[src/rtl/mem_arbiter.sv]
// Two-requester round-robin arbiter in front of a single-port memory.
// Each accepted request becomes one registered read or write strobe, and read
// data is returned to the requester that issued it after the memory latency.
module mem_arbiter #(
    parameter int ADDR_W = 5,
    parameter int DATA_W = 8,
    parameter int RD_LAT = 1
) (
    input  logic              clk,
    input  logic              rst_n,
    input  logic              m0_req,
    input  logic              m0_we,
    input  logic [ADDR_W-1:0] m0_addr,
    input  logic [DATA_W-1:0] m0_wdata,
    output logic              m0_gnt,
    output logic              m0_rvalid,
    output logic [DATA_W-1:0] m0_rdata,
    input  logic              m1_req,
    input  logic              m1_we,
    input  logic [ADDR_W-1:0] m1_addr,
    input  logic [DATA_W-1:0] m1_wdata,
    output logic              m1_gnt,
    output logic              m1_rvalid,
    output logic [DATA_W-1:0] m1_rdata,
    output logic [ADDR_W-1:0] mem_addr,
    output logic [DATA_W-1:0] mem_data_in,
    output logic              mem_read,
    output logic              mem_write,
    input  logic [DATA_W-1:0] mem_data_out,
    output logic              busy
);

    // Counter only has to hold RD_LAT-1 (it counts down to zero).
    localparam int CNT_W = (RD_LAT > 1) ? $clog2(RD_LAT) : 1;

    typedef enum logic [1:0] {
        IDLE   = 2'd0,
        ACCESS = 2'd1,
        WAIT   = 2'd2
    } state_t;

    state_t            state, nxt_state;
    logic [CNT_W-1:0]  cnt, nxt_cnt;
    logic              last_grant, nxt_last;
    logic              cur_we, nxt_we;
    logic              cur_id, nxt_id;

    logic              nxt_m0_gnt, nxt_m1_gnt;
    logic              nxt_m0_rvalid, nxt_m1_rvalid;
    logic [DATA_W-1:0] nxt_m0_rdata, nxt_m1_rdata;
    logic [ADDR_W-1:0] nxt_mem_addr;
    logic [DATA_W-1:0] nxt_mem_data_in;
    logic              nxt_mem_read, nxt_mem_write;
    logic              nxt_busy;

    // Winner selection: a lone requester wins, contention goes to the one not served last.
    logic              sel_id;
    logic              sel_we;
    logic [ADDR_W-1:0] sel_addr;
    logic [DATA_W-1:0] sel_wdata;

    assign sel_id    = (m0_req & m1_req) ? ~last_grant : m1_req;
    assign sel_we    = sel_id ? m1_we    : m0_we;
    assign sel_addr  = sel_id ? m1_addr  : m0_addr;
    assign sel_wdata = sel_id ? m1_wdata : m0_wdata;

    // State, latched request fields and every output are registered here.
    always_ff @(posedge clk or negedge rst_n) begin
        if (!rst_n) begin
            state       <= IDLE;
            cnt         <= '0;
            last_grant  <= 1'b1;
            cur_we      <= 1'b0;
            cur_id      <= 1'b0;
            m0_gnt      <= 1'b0;
            m1_gnt      <= 1'b0;
            m0_rvalid   <= 1'b0;
            m1_rvalid   <= 1'b0;
            m0_rdata    <= '0;
            m1_rdata    <= '0;
            mem_addr    <= '0;
            mem_data_in <= '0;
            mem_read    <= 1'b0;
            mem_write   <= 1'b0;
            busy        <= 1'b0;
        end else begin
            state       <= nxt_state;
            cnt         <= nxt_cnt;
            last_grant  <= nxt_last;
            cur_we      <= nxt_we;
            cur_id      <= nxt_id;
            m0_gnt      <= nxt_m0_gnt;
            m1_gnt      <= nxt_m1_gnt;
            m0_rvalid   <= nxt_m0_rvalid;
            m1_rvalid   <= nxt_m1_rvalid;
            m0_rdata    <= nxt_m0_rdata;
            m1_rdata    <= nxt_m1_rdata;
            mem_addr    <= nxt_mem_addr;
            mem_data_in <= nxt_mem_data_in;
            mem_read    <= nxt_mem_read;
            mem_write   <= nxt_mem_write;
            busy        <= nxt_busy;
        end
    end

    // Next-state and next-output logic; outputs idle at zero unless an access drives them.
    always_comb begin
        nxt_state       = state;
        nxt_cnt         = cnt;
        nxt_last        = last_grant;
        nxt_we          = cur_we;
        nxt_id          = cur_id;
        nxt_m0_gnt      = 1'b0;
        nxt_m1_gnt      = 1'b0;
        nxt_m0_rvalid   = 1'b0;
        nxt_m1_rvalid   = 1'b0;
        nxt_m0_rdata    = m0_rdata;
        nxt_m1_rdata    = m1_rdata;
        nxt_mem_addr    = '0;
        nxt_mem_data_in = '0;
        nxt_mem_read    = 1'b0;
        nxt_mem_write   = 1'b0;

        case (state)
            IDLE: begin
                if (m0_req || m1_req) begin
                    nxt_state       = ACCESS;
                    nxt_id          = sel_id;
                    nxt_we          = sel_we;
                    nxt_last        = sel_id;
                    nxt_m0_gnt      = ~sel_id;
                    nxt_m1_gnt      = sel_id;
                    nxt_mem_addr    = sel_addr;
                    nxt_mem_data_in = sel_we ? sel_wdata : '0;
                    nxt_mem_write   = sel_we;
                    nxt_mem_read    = ~sel_we;
                end
            end
            ACCESS: begin
                if (cur_we) begin
                    nxt_state = IDLE;
                end else begin
                    // Keep the address on the bus while the memory produces data.
                    nxt_state    = WAIT;
                    nxt_cnt      = CNT_W'(RD_LAT - 1);
                    nxt_mem_addr = mem_addr;
                end
            end
            WAIT: begin
                if (cnt == '0) begin
                    nxt_state = IDLE;
                    if (cur_id) begin
                        nxt_m1_rvalid = 1'b1;
                        nxt_m1_rdata  = mem_data_out;
                    end else begin
                        nxt_m0_rvalid = 1'b1;
                        nxt_m0_rdata  = mem_data_out;
                    end
                end else begin
                    nxt_cnt      = cnt - CNT_W'(1);
                    nxt_mem_addr = mem_addr;
                end
            end
            default: nxt_state = IDLE;
        endcase

        nxt_busy = (nxt_state != IDLE);
    end

endmodule
[config.mk]
export PLATFORM = sky130hd
export DESIGN_NAME = mem_arbiter
export DESIGN_NICKNAME = d
export VERILOG_FILES = /design/src/rtl/mem_arbiter.sv
export SDC_FILE = /design/constraint.sdc
export NUM_CORES = 1
export LEC_CHECK = 0
export CORE_MARGIN = 2
export CORE_UTILIZATION = 40
export CTS_CLUSTER_DIAMETER = 200
export DETAILED_ROUTE_END_ITERATION = 7
export PLACE_DENSITY_LB_ADDON = 0.08
export SYNTH_ARGS = -nofsm -noshare
export SYNTH_HDL_FRONTEND = slang
export SYNTH_SLANG_ARGS = --single-unit
[constraint.sdc]
create_clock -name clk -period 1.5 [get_ports clk]
set_input_delay 0.15 -clock clk [delete_from_list [all_inputs] [get_ports clk]]
set_output_delay 0.15 -clock clk [all_outputs]
set_load 0.1 [all_outputs]
==> impl_metrics.toml, run 1 <==
[timing]
rsz0062_at_grt = "false"
fmax_mhz = 738
finalClockSkew_ns = 0.00619
drv_slew = 0
final-setup-viol-count = 0
hold_violations = 0
fin_crit_ns = 1.36
holdWs_ns = 0.346
period_share = 0.904
max-slew-margin-rel = 0.703
tightest_slew_ns = 0.445
tns_ns = 0

[clocking]
cts_tree = "yes"
clk_path_buf_depth = 2
clkTransAtPathRegs_ns = 0.08
cts_setup_buffers = 0
clock-sinks = 41
hold_buffers = 1
cts_root_buffer = "clkbuf_8"
clk_latency_ns = 0.29
numCtsBuffers = 5
post_cts_resized = 0
cts_max_level = 2

[yosys]
ys_types = 28
synth_area_mm2 = 0.00156
syn_inst = 103
yosysTopAreaCell = "dfrtp_1"
yosys-top-cells-area = "dfrtp_1 (64%), mux2_2 (12%), a22o_1 (4.5%), a221o_1 (3.2%), and2_1 (2.0%)"
syn-num-nets = 143
yosysSeqAreaShare = 0.659
syn-mean-instance-area_um2 = 15.1
synth-seq-cells = 41
yosysWarnings = 0
synth_top_area_share = 0.642

[worst_setup_path]
crit_slowest_cell = "dfrtp_1"
end_kind = "flip-flop"
cp_cell_sequence = "nor2_2, and4_1, a22o_1"
cp.required_ns = 1.72
path_max_fanout = 8
crit_type = "flip-flop to flip-flop"
worst_ep_arrival_time_ns = 1.58
slowest_delay_ns = 0.43
critPathLaunchType = "flip-flop"

[placed_design]
placed_area_mm2 = 0.00272
gp_congestion = 0.741
port_buffers = 75
dp_hpwl_um = 2750

[min_path]
min_path_type = "input pin to async pin"

[drt]
ant_nets = 0
drtPass1Iterations = 4
vias = 1107
drc = 0
first_iter_violations = 34
routedWlPerCell_um = 14.9
via_per_inst = 4.75
drt_wl_total_um = 3480

[final_layout]
regArea_mm2 = 0.00103
multiInputGateArea_um2 = 477
num_antenna_cells = 0
fillers = 242
finalNetCount = 224
drive_above_1_share = 0.389
finish.instance_area_mm2 = 0.00283
area_growth_pct = 81.3

[grt]
grt_pass1_wl_um = 5600
grt_pass1_vias = 1219
grt_usage = 0.175
grt_overflow = 0
antenna_found_initial = 0
grt_max_degree = 24

[status]
status = "finished, final reports clean"

[die]
io_pins = 76
die_h_um = 66.4
row_count = 22
die_area_mm2 = 0.00441
design.core.area_mm2 = 0.00372
die_w_um = 66.4
initial_core_util = 0.420

[flow_run]
maxCapViolations = 0
## per-layer routing
| layer | vias to the layer above | track usage | wire (um) |
|---|---|---|---|
| met5 | - | 0 | 0 |
| met4 | 0 | 0.0663 | 50 |
| met3 | 5 | 0.0664 | 252 |
| met2 | 41 | 0.306 | 1850 |
| met1 | 535 | 0.191 | 1320 |
| li1 | 526 | - | - |
## cell usage after synthesis
| cell | instances |
|---|---|
| o21ai_1 | 1 |
| and2_1 | 5 |
| a221o_1 | 5 |
| dfrtp_1 | 40 |
| mux2_2 | 16 |
| mux2i_1 | 2 |
| inv_1 | 4 |
| a21boi_2 | 1 |
| a31oi_1 | 1 |
| nor2_2 | 1 |
| buf_2 | 2 |
| and4_1 | 1 |
| and3_1 | 1 |
| dfstp_2 | 1 |
| a21oi_1 | 1 |
| buf_6 | 2 |
| nor3b_2 | 1 |
| nand3b_2 | 1 |
| a22o_1 | 8 |
| a21o_2 | 1 |
| nor3b_1 | 1 |
| buf_4 | 1 |
| and2_4 | 1 |
| nor2b_1 | 1 |
| nand2_1 | 1 |
| nor2_1 | 1 |
| and3_2 | 1 |
| nand2b_1 | 1 |
## cell type report
| type | count | share of cell area |
|---|---|---|
| timing repair buffer | 79 | 0.407 |
| sequential | 41 | 0.363 |
| multi-input combinational | 53 | 0.169 |
| clock buffer | 6 | 0.0292 |
| tap | 48 | 0.0212 |
| inverter | 4 | 0.00531 |
| clock inverter | 2 | 0.00487 |
## critical path: cells and delay by family, from the launching register on
| family | cells | cell delay [ns] |
|---|---|---|
| AOI/OAI and AO/OA | 1 | 0.20 |
| DFF | 1 | 0.43 |
| and+or+nand+nor | 2 | 0.65 |
## final timing paths
| check | startpoint | end | slack [ns] | cells after the start |
|---|---|---|---|---|
| max | state[1] | mem_data_in[7] | 0.14 | 3 |
| min | rst_n | m0_rdata[6] | 0.35 | 2 |
| max reg2reg | state[1] | mem_data_in[7] | 0.14 | 3 |
| min reg2reg | cur_we | state[1] | 0.49 | 1 |
| max in group asynchronous | rst_n | mem_data_in[7] | 0.68 | 3 |
| min in group clk | m1_wdata[6] | mem_data_in[6] | 0.46 | 2 |
## through the flow
stage | util | setup WS (ns) | std cells
2_1_floorplan | - | 0.131 | 103
3_3_place_gp | 0.732 | 0.0770 | 224
3_5_place_dp | 0.732 | 0.0168 | 224
4_1_cts | 0.761 | 0.142 | 233
5_1_grt | 0.761 | 0.0333 | 233
6_report | 0.761 | 0.144 | 233
## layout by cell type (no fill, tap or decap), drive strengths merged, types with 4 or more instances in the layout
cell type | synthesis | routed
and2 | 6 | 6
clkdlybuf4s50 | 0 | 38
dfrtp | 40 | 40
a221o | 5 | 5
inv | 4 | 4
clkbuf | 0 | 6
mux2 | 16 | 16
buf | 5 | 40
a22o | 8 | 8
## logic make-up (layout without fill, tap and decap cells)
group | count (synthesis) | after routing | share of synthesized area
AOI/OAI and AO/OA | 18 | 18 | 0.100
and+or+nand+nor | 17 | 17 | 0.0771
DFF | 41 | 41 | 0.659
buffers and inverters | 9 | 91 | 0.0353
muxes | 18 | 18 | 0.128
## sequential cells by signal, indices dropped and copies added (netlist names), 2 cells and up
name and cells:
m0_rdata 8, mem_data_in 8, mem_addr 5, m1_rdata 8
state 2
Power of run 1 is not shown: default switching activity piles up to over one toggle a cycle in this logic, so the estimate is an artifact.
==> run 2, diff against run 1 <==
ABC_CLOCK_PERIOD_IN_PS = 1500   (was not set)
==> results of run 2 <==
The final DEF is identical to that of run 1; final timing and power are the same.
Power of run 2 is left out for the same reason.
==> run 3, diff against run 2 <==
CORE_MARGIN = 1   (was 2)
==> run 3 against run 2 <==
First-iteration DRC count fell by 21%. Fmax fell by 2.7%. Die area fell by 5.9%. Clock skew fell by 0.00093 ns. Wire length rose by 2.0%. Non-clock buffer count rose by 1. Count of clock-buffer cells in the layout fell by 1.
==> impl_metrics.toml, run 3 (same netlist as run 1, synthesis figures left out) <==
[drt]
routedWlPerCell_um = 15.2
via_per_inst = 4.97
vias = 1162
drtPass1Iterations = 4
drc = 0
drt_wl_total_um = 3550
ant_nets = 0
first_iter_violations = 27

[timing]
fmax_mhz = 718
drv_slew = 0
hold_violations = 0
finalClockSkew_ns = 0.00526
tns_ns = 0
tightest_slew_ns = 0.375
period_share = 0.929
fin_crit_ns = 1.39
final-setup-viol-count = 0
rsz0062_at_grt = "false"
max-slew-margin-rel = 0.749

[flow_run]
maxCapViolations = 0

[clocking]
clock-sinks = 41
clkTransAtPathRegs_ns = 0.08
clk_path_buf_depth = 2
cts_setup_buffers = 0
cts_tree = "yes"
hold_buffers = 1
clk_latency_ns = 0.28
cts_max_level = 2
numCtsBuffers = 5
post_cts_resized = 0
cts_root_buffer = "clkbuf_8"

[worst_setup_path]
crit_slowest_cell = "dfrtp_1"
worst_ep_arrival_time_ns = 1.61
path_max_fanout = 8
critPathCapture = "mem_data_in[0]"
slowest_delay_ns = 0.43
reg2reg_slack_ns = 0.11
critPathLaunchType = "flip-flop"
cp.required_ns = 1.72
crit_type = "flip-flop to flip-flop"
rr_endpoint = "mem_data_in[0]"
cp-startpoint = "state[1]"
cp_cell_sequence = "nor2_2, and4_1, a22o_1"
cp_top_family = "simple AND/OR/NAND/NOR gates"
critPathBufInv = 0
rr_startpoint = "state[1]"
r2r_cells = 3
critical_path_cell_count = 3
end_kind = "flip-flop"

[final_layout]
largestRegisters = "m0_rdata x8, m1_rdata x8, mem_data_in x8"
finalNetCount = 225
drive_above_1_share = 0.392
most-common-layout-cells = "dfrtp_1 (40), clkdlybuf4s50_1 (38), buf_12 (36)"
area_growth_pct = 80.3
num_antenna_cells = 0
final_common_cell = "dfrtp_1"

[grt]
grt_usage = 0.191
grt_overflow = 0
grt_pass1_vias = 1312
grt_pass1_wl_um = 5940
antenna_found_initial = 0
grt_max_degree = 17

[min_path]
min_path_type = "input pin to async pin"

[die]
die_area_mm2 = 0.00415
io_pins = 76
die_w_um = 64.4
row_count = 22
initial_core_util = 0.423
die_h_um = 64.4
design.core.area_mm2 = 0.00369

[placed_design]
dp_hpwl_um = 2860
port_buffers = 75
gp_congestion = 0.719

[status]
status = "finished, final reports clean"
==> run 3: changes by cell type in the layout (fill, tap and decap cells not counted) <==
cell | before | now
buf_4 | 2 | 4
buf_12 | 37 | 36
clkbuf_8 | 6 | 5
clkinv_2 | 1 | 2
clkinv_4 | 1 | 0
clkinvlp_4 | 0 | 1
==> run 3: how the worst min path moves through the flow <==
stage	from	depth (start not counted)	to	slack (ns)
after floorplan	rst_n	0	busy	-0.15
after global placement	rst_n	1	m0_rdata[3]	0.06
after detailed placement	rst_n	1	m1_rdata[3]	0.08
after CTS	rst_n	2	m1_rdata[3]	0.30
after global routing	rst_n	2	m1_rdata[3]	0.34
final	rst_n	2	m1_rvalid	0.32
==> run 3: metal layers <==
| metal | vias up | GRT usage | share of wire |
|---|---|---|---|
| met3 | 6 | 0.0616 | 0.067 |
| met5 | - | 0 | 0 |
| met1 | 584 | 0.209 | 0.37 |
| met2 | 46 | 0.347 | 0.54 |
| met4 | 0 | 0.0639 | 0.014 |
| li1 | 526 | - | - |
==> run 3: through the flow <==
stage	std cells	hold slack (ns)	util	cell area (um^2)	worst slack, ns
floorplan	103	-0.146	-	1560	0.131
global placement	225	0.0637	0.736	2720	0.0789
detailed placement	225	0.0804	0.736	2720	0.00887
CTS	234	0.303	0.762	2810	0.116
global route	234	0.337	0.762	2810	0.0297
finish	234	0.315	0.762	2810	0.107
==> run 3: area by class of cell <==
cell class / instances / area [um^2]
Fill cell: 245 / 877
Timing Repair Buffer: 80 / 1150
Inverter: 4 / 15.0
Clock inverter: 3 / 17.5
Multi-Input combinational cell: 53 / 477
Sequential cell: 41 / 1030
Clock buffer: 5 / 68.8
Tap cell: 48 / 60.1
Power of run 3 is left out for the same reason.
